`src/rtl/alu_issue.sv`:
```
// Issue/retire controller in front of the integer ALU; req 1 cycle after accept, wb_valid 1 cycle after alu_wb_vld.
// Backpressure: one instruction in flight, in_ready only in IDLE, result held in HOLD until wb_ready or flush.
package alu_issue_pkg;
    typedef enum logic [3:0] {
        OP_ADD, OP_ADDI, OP_SUB, OP_AND, OP_OR, OP_XOR, OP_SLL, OP_SRL,
        OP_MUL, OP_MULH, OP_DIV, OP_DIVU, OP_REM, OP_REMU
    } opType;

    typedef struct packed {
        logic is_mul;
        logic is_div;
        logic is_rem;
        logic is_signed;
        logic is_word;
        logic use_imm;
    } InstAct;
endpackage

module alu_issue
    import alu_issue_pkg::*;
#(
    parameter int TIMEOUT = 128
) (
    input  logic        clk,
    input  logic        rst_n,
    input  logic        in_valid,
    output logic        in_ready,
    input  opType       in_op,
    input  InstAct      in_inst_act,
    input  logic [4:0]  in_dst_id,
    input  logic [63:0] in_src1,
    input  logic [63:0] in_src2,
    input  logic [63:0] in_imm,
    input  logic [63:0] in_pc,
    input  logic        flush,
    output logic        alu_req,
    output opType       alu_op,
    output InstAct      alu_inst_act,
    output logic [4:0]  alu_dst_id,
    output logic [63:0] alu_src1,
    output logic [63:0] alu_src2,
    output logic [63:0] alu_imm,
    output logic [63:0] alu_pc,
    input  logic        alu_wb_vld,
    input  logic [63:0] alu_wb_data,
    output logic        wb_valid,
    input  logic        wb_ready,
    output logic        wb_we,
    output logic [4:0]  wb_addr,
    output logic [63:0] wb_data,
    output logic        err_timeout,
    output logic [31:0] ops_done
);
    typedef enum logic [2:0] {S_IDLE, S_ISSUE, S_WAIT, S_HOLD, S_DRAIN} state_t;

    localparam logic [9:0] TMO_LIMIT = 10'(TIMEOUT);

    state_t      state_q, state_d;
    opType       op_q;
    InstAct      act_q;
    logic [4:0]  dst_q;
    logic [63:0] src1_q, src2_q, imm_q, pc_q;
    logic [63:0] wb_data_q;
    logic [4:0]  wb_addr_q;
    logic        wb_we_q;
    logic        err_q, err_d;
    logic [31:0] ops_q;
    logic [9:0]  tmo_q, tmo_d;
    logic [9:0]  tmo_inc;
    logic        accept, capture, retire;

    assign tmo_inc = tmo_q + 10'd1;

    always_comb begin
        state_d = state_q;
        tmo_d   = tmo_q;
        err_d   = err_q;
        accept  = 1'b0;
        capture = 1'b0;
        retire  = 1'b0;
        case (state_q)
            S_IDLE: begin
                if (in_valid && !flush) begin
                    accept  = 1'b1;
                    state_d = S_ISSUE;
                end
            end
            S_ISSUE: begin
                if (flush) begin
                    state_d = S_IDLE;
                end else begin
                    state_d = S_WAIT;
                    tmo_d   = 10'd0;
                end
            end
            S_WAIT: begin
                if (alu_wb_vld) begin
                    capture = !flush;
                    state_d = flush ? S_IDLE : S_HOLD;
                end else if (tmo_inc == TMO_LIMIT) begin
                    err_d   = 1'b1;
                    state_d = S_IDLE;
                end else begin
                    tmo_d = tmo_inc;
                    // Long ops cannot be cancelled, so wait out the result
                    if (flush) state_d = S_DRAIN;
                end
            end
            S_DRAIN: begin
                if (alu_wb_vld) begin
                    state_d = S_IDLE;
                end else if (tmo_inc == TMO_LIMIT) begin
                    err_d   = 1'b1;
                    state_d = S_IDLE;
                end else begin
                    tmo_d = tmo_inc;
                end
            end
            S_HOLD: begin
                if (wb_ready) begin
                    retire  = 1'b1;
                    state_d = S_IDLE;
                end else if (flush) begin
                    state_d = S_IDLE;
                end
            end
            default: state_d = S_IDLE;
        endcase
    end

    always_ff @(posedge clk) begin
        if (!rst_n) begin
            state_q   <= S_IDLE;
            op_q      <= opType'(4'd0);
            act_q     <= '0;
            dst_q     <= 5'd0;
            src1_q    <= 64'd0;
            src2_q    <= 64'd0;
            imm_q     <= 64'd0;
            pc_q      <= 64'd0;
            wb_data_q <= 64'd0;
            wb_addr_q <= 5'd0;
            wb_we_q   <= 1'b0;
            err_q     <= 1'b0;
            ops_q     <= 32'd0;
            tmo_q     <= 10'd0;
        end else begin
            state_q <= state_d;
            tmo_q   <= tmo_d;
            err_q   <= err_d;
            // Divider muxes its result off act_q, so operands move only on accept
            if (accept) begin
                op_q   <= in_op;
                act_q  <= in_inst_act;
                dst_q  <= in_dst_id;
                src1_q <= in_src1;
                src2_q <= in_src2;
                imm_q  <= in_imm;
                pc_q   <= in_pc;
            end
            if (capture) begin
                wb_data_q <= alu_wb_data;
                wb_addr_q <= dst_q;
                wb_we_q   <= (dst_q != 5'd0);
            end
            if (retire) ops_q <= ops_q + 32'd1;
        end
    end

    assign in_ready     = (state_q == S_IDLE);
    assign alu_req      = (state_q == S_ISSUE) && !flush;
    assign wb_valid     = (state_q == S_HOLD);
    assign alu_op       = op_q;
    assign alu_inst_act = act_q;
    assign alu_dst_id   = dst_q;
    assign alu_src1     = src1_q;
    assign alu_src2     = src2_q;
    assign alu_imm      = imm_q;
    assign alu_pc       = pc_q;
    assign wb_we        = wb_we_q;
    assign wb_addr      = wb_addr_q;
    assign wb_data      = wb_data_q;
    assign err_timeout  = err_q;
    assign ops_done     = ops_q;
endmodule

```
`config.mk`:
```
export PLATFORM = sky130hd
export DESIGN_NAME = alu_issue
export DESIGN_NICKNAME = d
export VERILOG_FILES = /design/src/rtl/alu_issue.sv
export SDC_FILE = /design/constraint.sdc
export NUM_CORES = 1
export LEC_CHECK = 0
export CAP_MARGIN = 10
export CORE_AREA = 2 2 282 284
export CTS_CLUSTER_DIAMETER = 60
export DETAILED_ROUTE_END_ITERATION = 6
export DIE_AREA = 0 0 284 286
export GPL_TIMING_DRIVEN = 0
export HOLD_SLACK_MARGIN = 0.12
export PLACE_DENSITY = 0.56
export RECOVER_POWER = 100
export SYNTH_ARGS = -nofsm -noshare
export SYNTH_HDL_FRONTEND = slang
export SYNTH_SLANG_ARGS = --single-unit
export TNS_END_PERCENT = 20
```
`constraint.sdc`:
```
create_clock -name clk -period 2.5 [get_ports clk]
set_input_delay 0.5 -clock clk [delete_from_list [all_inputs] [get_ports clk]]
set_output_delay 0.5 -clock clk [all_outputs]
set_load 0.01 [all_outputs]
```
# --- Yosys cells after proc, flatten, opt, wreduce, memory -nomap -nowiden ---
# Index checks and enable logic that the tools add are counted.
word_totals:
  register_bits: 387
  in_bits: 341
  out_inout_bits: 377
  wordCells: 65
classes:
  add_sub_neg: 2
  eq_ne: 12
  n_mux: 21
  bitwise: 1
  reduce_logical: 10
ops:
  columns: ["cell", "n"]
  rows:
  - ["$add A32 B1 Y32 const B", 1]
  - ["$mux W10", 3]
  - ["$mux W3", 8]
  - ["$pmux W10 S2", 1]
  - ["$pmux W3 S5", 1]
  - ["$add A10 B1 Y10 const B", 1]
  - ["$eq A10 B8 Y1 const B", 1]
  - ["$reduce_and A4 Y1", 2]
  - ["$eq A3 B2 Y1 const B", 2]
  - ["$mux W1", 6]
  - ["$ne A2 B2 Y1 const B", 3]
  - ["$reduce_bool A5 Y1", 1]
  - ["$mux W2", 2]
  - ["$ne A4 B4 Y1 const B", 1]
  - ["$eq A3 B1 Y1 const B", 1]
  - ["$eq A3 B3 Y1 const B", 1]
  - ["$logic_not A3 Y1", 1]
  - ["$ne A3 B2 Y1 const B", 1]
  - ["$ne A3 B3 Y1 const B", 1]
  - ["$reduce_and A3 Y1", 1]
  - ["$logic_and A1 B1 Y1", 2]
  - ["$ne A2 B1 Y1 const B", 1]
  - ["$reduce_bool A2 Y1", 1]
  - ["$reduce_or A2 Y1", 1]
  - ["2 further kinds", 2]

# --- Longest topological paths before layout ---
# Gate-level depths: netlist (run 1).
logic_depth:
  word_depth: 5
  depth_mapped: 7

# --- Least setup slack after synthesis (run 1) ---
# Ideal clock, no wire load.
synth_timing:
  path_type: "register -> register"
  start: "register tmo_q[0]"
  end: "register state_q[1]"
  setup_ps: 120
  arrival_time_ps: 1910
  required_time_ps: 2380
  slack_ps: 470
  stages_incl_launch_ff: 7
  path_cell_list: "dfxtp_1 -> ha_1 -> nand3b_1 -> or4b_2 -> a21oi_4 -> nor3_1 -> o31a_1"
synth_via:
  elab_chain_len: 5
  word_cells_on_any_way: 8
synth_rtl:
  columns: ["item", "line_no", "source"]
  rows:
  - ["start, declared", "68", "logic [9:0] tmo_q, tmo_d;"]
  - ["start signal, assigned", "149", "tmo_q <= tmo_d;"]
  - ["$add A10 B1 Y10 *", "72", "assign tmo_inc = tmo_q + 10'd1;"]
  - ["$eq A10 B8 Y1 *", "100, 112", null]
  - ["$mux W3", "100", "end else if (tmo_inc == TMO_LIMIT) begin"]
  - ["$mux W3", "97", "if (alu_wb_vld) begin"]
  - ["$pmux W3 S5", "81", "case (state_q)"]
  - ["end signal, assigned", "148", "state_q <= state_d;"]
  - ["end, declared", "58", "state_t state_q, state_d;"]
# Mark *: on every way between the ends. The rest lies on a longest branch, timed or not.
# A chain may end at the register's enable or synchronous reset.

# --- Worst setup path in the final report (run 1) ---
layout_timing:
  start: "register state_q[2]"
  end: "output port wb_valid"
layout_via:
  elab_chain_len: 1
layout_rtl:
  columns: ["item", "line_no", "source"]
  rows:
  - ["$eq A3 B2 Y1", "172", "assign wb_valid = (state_q == S_HOLD);"]
  - ["end, declared", "46", "output logic wb_valid,"]
# No other way between the ends.

==> results of run 1 <==
flip-flops by register name, summed over array words and instances, names as in the netlist:
signal        count
alu_dst_id        5
alu_op            4
wb_addr           5
alu_imm          64
tmo_q            10
alu_pc           64
wb_we             1
ops_done         32
alu_src1         64
alu_src2         64
alu_inst_act      6
state_q           3
err_timeout       1
wb_data          64
repair_timing:
| action | 4_1_cts | 5_1_grt |
|---|---|---|
| setup endpoints to repair | 274 | 78 |
| buffers inserted | 1 | 0 |
| pin swaps | 1 | 0 |
| resized for setup | 18 | 12 |
kinds of logic after synthesis:
logic type               synth area share (%)
AO/OA/AOI/OAI                            19.4
XOR/XNOR                                 1.66
adder cells (fa/ha/maj)                 0.169
buffers and inverters                    3.32
flip-flops                               52.4
multiplexers                           0.0677
AND/OR/NAND/NOR                          23.0
worst paths after layout:
kind / start / to
min reg2reg: alu_src1[0] / alu_src1[0]
min: alu_src1[0] / alu_src1[0]
max: state_q[2] / wb_valid
max reg2reg: state_q[2] / tmo_q[6]
metal layers:
layer  vias to the layer above  part of all wire [%]  global-route usage [%]
li1                       7253                     -                       -
met1                      6680                    41                    18.4
met2                       493                    48                    26.6
met3                       121                   8.0                    4.98
met4                         4                   3.3                    5.59
met5                         -                 0.041                       0
area by class of cell:
cell class / count / area [um^2] / share of cell area [%]
antenna: 4 / 10.0 / 0.0400
clock inverter: 21 / 272 / 1.08
clock buffer: 66 / 1450 / 5.77
timing repair buffer: 718 / 7180 / 28.7
sequential: 387 / 7750 / 31.0
multi-input combinational: 1231 / 6560 / 26.2
buffer: 117 / 487 / 1.94
inverter: 7 / 26.3 / 0.105
tap: 1050 / 1310 / 5.25
synthesized netlist by cell type (7+ instances only):
cell	number
nand2_1	703
clkbuf_1	106
xnor2_1	23
dfxtp_1	387
and2_1	27
nor2b_1	10
nand4_1	8
a21boi_0	342
nor2_1	13
inv_1	7
nand3_1	20
buf_2	11
worst reg2reg max path, cell delays in order, from the launching register on:
cell and delay [ps]:
dfxtp_1 390, nor4b_2 370, clkbuf_1 240, a311oi_2 140, a211oi_2 330, a21oi_4 100
or4_1 460, o21ai_0 160
power by group through the flow:
stage          logic (W)  registers, W  clock network, W
2_1_floorplan   0.000481       0.00672                 0
3_3_place_gp     0.00189       0.00663                 0
3_5_place_dp     0.00188       0.00664                 0
4_1_cts          0.00190       0.00651           0.00781
5_1_grt          0.00194       0.00652           0.00797
6_report         0.00178       0.00650           0.00756
per-stage QoR:
step	hold WS [ps]	setup WS (ps)	cells	total power, W	utilization [%]
after detailed placement	455	-1200	3510	0.00853	29.7
after global placement	450	-1630	3509	0.00852	29.7
after floorplan	458	470	1743	0.00720	-
after CTS	421	58.3	3597	0.0162	31.9
final	457	151	3601	0.0158	32.0
after global routing	455	6.39	3598	0.0164	31.9
==> metrics, run 1 <==
Synth async-reset ratio=0%; Crit Path Max Fanout=8; #FFs+latches synth=approximately 390; placed inst area=23,300 um^2; # Max-Cap Violations=0; fin crit period=between 2000 and 2500 ps; Post-synth EDFFs=0; Starting Density=a little under a fifth; sum of buffers and inverters on the critical path=1; synth-to-layout area growth=69.4%; RSZ-0062 raised after global routing=no; class of the most critical setup path=reg2out; DRT antenna net count=0; most common flop cell mapped by yosys=dfxtp_1; setup TNS=0 ps; Worst EP required=2000 ps; most frequent cells in the layout=nand2_1 (703), dfxtp_1 (385), dlygate4sd3_1 (374), a21boi_0 (343), clkdlybuf4s50_1 (340); Worst Setup End Kind=output pin; Core Rows=103; sequential power share=41.0%; PwrDens=around 630 nW/um^2; Hold Vio Cnt, Final=0; status=complete, no violations; Leak=~10 nW; type of the worst min-delay path=reg2reg; RD Place Congestion=between 0.8 and 0.9; Max Fclk=426 MHz; CP top delay family=buffers and inverters; Die X-Extent=between 200 and 300 um; Detailed Route Iter0 Violations=between 400 and 500; R2R Setup Slk=between 200 and 250 ps; leading cell type in the layout, fill and taps excluded=nand2_1; Tcrit/Tclk final=94.0%; hpwl dp=~52 mm; final-stage net count=~2,900; Gate power share=between 10% and 20%; Worst-Skew Late Latency=roughly 580 ps; worst r2r path cells=7; H-tree depth=2; Clock power frac=a little under half; Core ar.=between 70,000 and 80,000 um^2; sequential element share of the synthesized area=between 50% and 60%; Mean Syn Cell Area=8.48 um^2; Yosys warnings=0; fill cell count=8,376; CTS tree=done; root buffer cell=clkbuf_16; worst hold stages=2; Yosys cell types=55; DIE AREA=a little over 80,000 um^2; max incr delay on CP=roughly 580 ps; number of global-route vias before repair=roughly 14,000; Net Sw Frac=24.7%; pin count of the biggest net entering global routing=13; # hold bufs at CTS=0; P_int=~0.012 W; cell taking the most area after synthesis=dfxtp_1; Die H=286 um; dominant cells by area after synthesis=dfxtp_1 (52%), nand2_1 (18%), a21boi_0 (17%); post-route cell area=about 25,000 um^2; global-route usage over all layers=approximately 16%; CP Launch Type=register; clk slew on worst S/H paths=roughly 50 ps; Residual DRC=0; Stages on worst setup path=2; Least-Margin Pin Slew=approximately 1000 ps; clock skew=10.6 ps; total wire length=~66 mm; IO Pins=between 700 and 800; first-pass GRT wire length=94.7 mm; Slowest cell on crit path=clkdlybuf4s50_1; vias=approximately 15,000; P_sw=0.00391 W; grt total ovfl=0; crit path DAT=around 1900 ps; Synth top area share=between 50% and 60%; Syn Std Cell Area=14,800 um^2; initial antenna violation count=9; Cells after Synth=~1,700; worst-path cell chain=and3b_1, clkdlybuf4s50_1; Max-slew headroom=30.9%; I/O Buffers=between 700 and 800; fraction of layout cells with a size suffix above 1=4.87%; max-slew violations=0; Max VDD drop=~0.48 mV; CTS Buf Count=between 50 and 60; drt pass-1 iters=5; WL/cell=between 15 and 20 um; DR vias/cell=4.04; final setup violation count=0; TritonCTS Sinks=387; Longest Clk Path Bufs=3; Mapped Nets=roughly 2,100
Note: power is estimated with default switching activity, not from simulation.
==> inputs of run 2 (changes only) <==
--- a/config.mk
+++ b/config.mk
@@ -6,13 +6,13 @@
 export NUM_CORES = 1
 export LEC_CHECK = 0
 export CAP_MARGIN = 10
-export CORE_AREA = 2 2 282 284
+export CORE_AREA = 10 10 274 276
 export CTS_CLUSTER_DIAMETER = 60
 export DETAILED_ROUTE_END_ITERATION = 6
 export DIE_AREA = 0 0 284 286
 export GPL_TIMING_DRIVEN = 0
 export HOLD_SLACK_MARGIN = 0.12
-export PLACE_DENSITY = 0.56
+export PLACE_DENSITY = 0.6
 export RECOVER_POWER = 100
 export SYNTH_ARGS = -nofsm -noshare
 export SYNTH_HDL_FRONTEND = slang
==> metrics, run 2 (synthesis results as in run 1) <==
status=complete, no violations; hpwl dp=56.0 mm (+7.2%); fill cell count=7,282 (-13%); TritonCTS Sinks=387 (unchanged); CTS Buf Count=50 (-2.0%); pin count of the biggest net entering global routing=13 (unchanged); post-cts sizing count=14 (-4); Gate power share=11.7% (+0.4 points); RD Place Congestion=0.884 (+0.98%); Max Fclk=422 MHz (-0.86%); DR top layer=met5; IO Pins=718 (unchanged); total wire length=69.2 mm (+4.4%); sequential power share=42.7% (+1.7 points); Starting Density=21.3% (+2.4 points); # hold bufs at CTS=0 (unchanged); register area=7750 um^2 (about the same); Net Sw Frac=24.6% (-0.066 points); global-route usage over all layers=16.2% (+0.60 points); H-tree depth=2 (unchanged); CP Launch Type=register; RSZ-0062 raised after global routing=no; R2R Setup Slk=230 ps (about the same); Worst EP required=2000 ps (about the same); Longest Clk Path Bufs=3 (unchanged); Die X-Extent=284 um (unchanged); Detailed Route Iter0 Violations=474 (-0.21%); Die H=286 um (unchanged); metal3 WL=6.03 mm (+14%); PwrDens=615 nW/um^2 (-2.8%); WL/cell=19.8 um (+7.6%); I/O Buffers=716 (unchanged); hold_sp=alu_src2[18]; DR vias/cell=4.14 (+2.5%); grt total ovfl=0 (unchanged); Residual DRC=0 (unchanged); r2r endpoint=tmo_q[3]; Reg-to-Reg Start=tmo_q[0]; Post-Route Utilization=35.6% (+3.6 points); worst r2r path cells=7 (unchanged); Max VDD drop=0.545 mV (+15%); vias=14,453 (-0.67%); Worst-Skew Late Latency=590 ps (about the same); drt pass-1 iters=5 (unchanged); max-slew violations=0 (unchanged); Leak=9.66 nW (-0.62%); placed inst area=23,100 um^2 (-0.56%); area of the multi-input gates=6560 um^2 (about the same); Hold Vio Cnt, Final=0 (unchanged); fraction of layout cells with a size suffix above 1=4.52% (-0.35 points); Post-CTS Setup Bufs=0 (-1); first-pass GRT wire length=99.4 mm (+5.0%); met1 wire length=27.4 mm (+1.1%); DRT antenna net count=0 (unchanged); Tcrit/Tclk final=94.8% (+0.81 points); Max-slew headroom=40.0% (+9.2 points); Clock power frac=45.6% (-2.1 points); Hold EP=alu_src2[18]; most frequent cells in the layout=nand2_1 (703), dfxtp_1 (386), dlygate4sd3_1 (374), a21boi_0 (343), clkdlybuf4s50_1 (341); initial antenna violation count=11 (+2); # Max-Cap Violations=0 (unchanged); clock skew=22.9 ps (+12.3 ps); synth-to-layout area growth=67.5%; P_sw=0.00375 W (-4.2%); final-stage net count=2,854 (-0.070%); post-route cell area=24,800 um^2 (-1.1%); final setup violation count=0 (unchanged); Worst Setup End Kind=output pin; CTS tree=done; met2 wire len=34.0 mm (+7.4%); Core Rows=97 (-5.8%); type of the worst min-delay path=reg2reg; crit path DAT=1870 ps (+20 ps); Core ar.=69,500 um^2 (-11%); root buffer cell=clkbuf_16; clk slew on worst S/H paths=60 ps (about the same); P_int=0.0115 W (-3.8%); fin crit period=2370 ps (+20.3 ps); leading cell type in the layout, fill and taps excluded=nand2_1; worst hold stages=2 (unchanged); class of the most critical setup path=reg2out; number of global-route vias before repair=14,424 (+1.2%); Crit Path Max Fanout=8 (unchanged); Least-Margin Pin Slew=900 ps (-137 ps); DIE AREA=81,200 um^2 (unchanged)
## run 2: cell count changes in the layout (fill, tap and decap cells not counted), sizes merged, moves of 2 or more
cell      change
buf           +2
bufinv        -3
clkbuf        +2
clkinv        +2
clkinvlp      -3
## run 2: through the flow
stage / instances / hold WS, ps / setup WS [ps] / setup TNS, ps / total power [W]
3_3_place_gp: 3399 / 449 / -1310 / -313260 / 0.00851
2_1_floorplan: 1743 / 458 / 470 / 0 / 0.00720
5_1_grt: 3490 / 450 / 7.15 / 0 / 0.0159
4_1_cts: 3486 / 426 / 5.02 / 0 / 0.0156
6_report: 3491 / 457 / 131 / 0 / 0.0152
3_5_place_dp: 3400 / 455 / -1080 / -246390 / 0.00852
## run 2: per-layer routing
layer  global-route usage, %  vias to the layer above
li1                        -                     7243
met1                    18.2                     6675
met2                    28.1                      442
met3                    6.08                       89
met4                    5.23                        4
met5                       0                        -
## run 2: worst max-delay path: stages (launching register included)
cell and delay (ps):
dfxtp_1 390, nor3_2 280, clkdlybuf4s50_1 640
## run 2: final cells by class
class                           count  share of cell area, %
Sequential cell                   387                   31.3
Clock buffer                       71                   5.70
Multi-Input combinational cell   1231                   26.5
Buffer                            117                   1.94
Clock inverter                     16                  0.637
Antenna cell                        5                 0.0505
Inverter                            7                  0.106
Tap cell                          940                   4.75
Timing Repair Buffer              717                   29.0
## run 2: power groups by stage
stage	clock (W)	combinational (W)	sequential [W]
3_3_place_gp	0	0.00188	0.00664
4_1_cts	0.00719	0.00189	0.00651
6_report	0.00694	0.00177	0.00650
2_1_floorplan	0	0.000481	0.00672
5_1_grt	0.00742	0.00193	0.00652
3_5_place_dp	0	0.00188	0.00664
## run 2: worst max-delay path by stage
stage / startpoint / endpoint / slack, ps / depth (start not counted)
finish: state_q[2] / in_ready / 130 / 2
global route: state_q[2] / alu_src2[41] / 7 / 7
CTS: state_q[2] / alu_src1[48] / 5 / 6
detailed placement: flush / alu_pc[55] / -1080 / 9
global placement: flush / alu_pc[43] / -1310 / 8
floorplan: tmo_q[0] / state_q[1] / 470 / 6
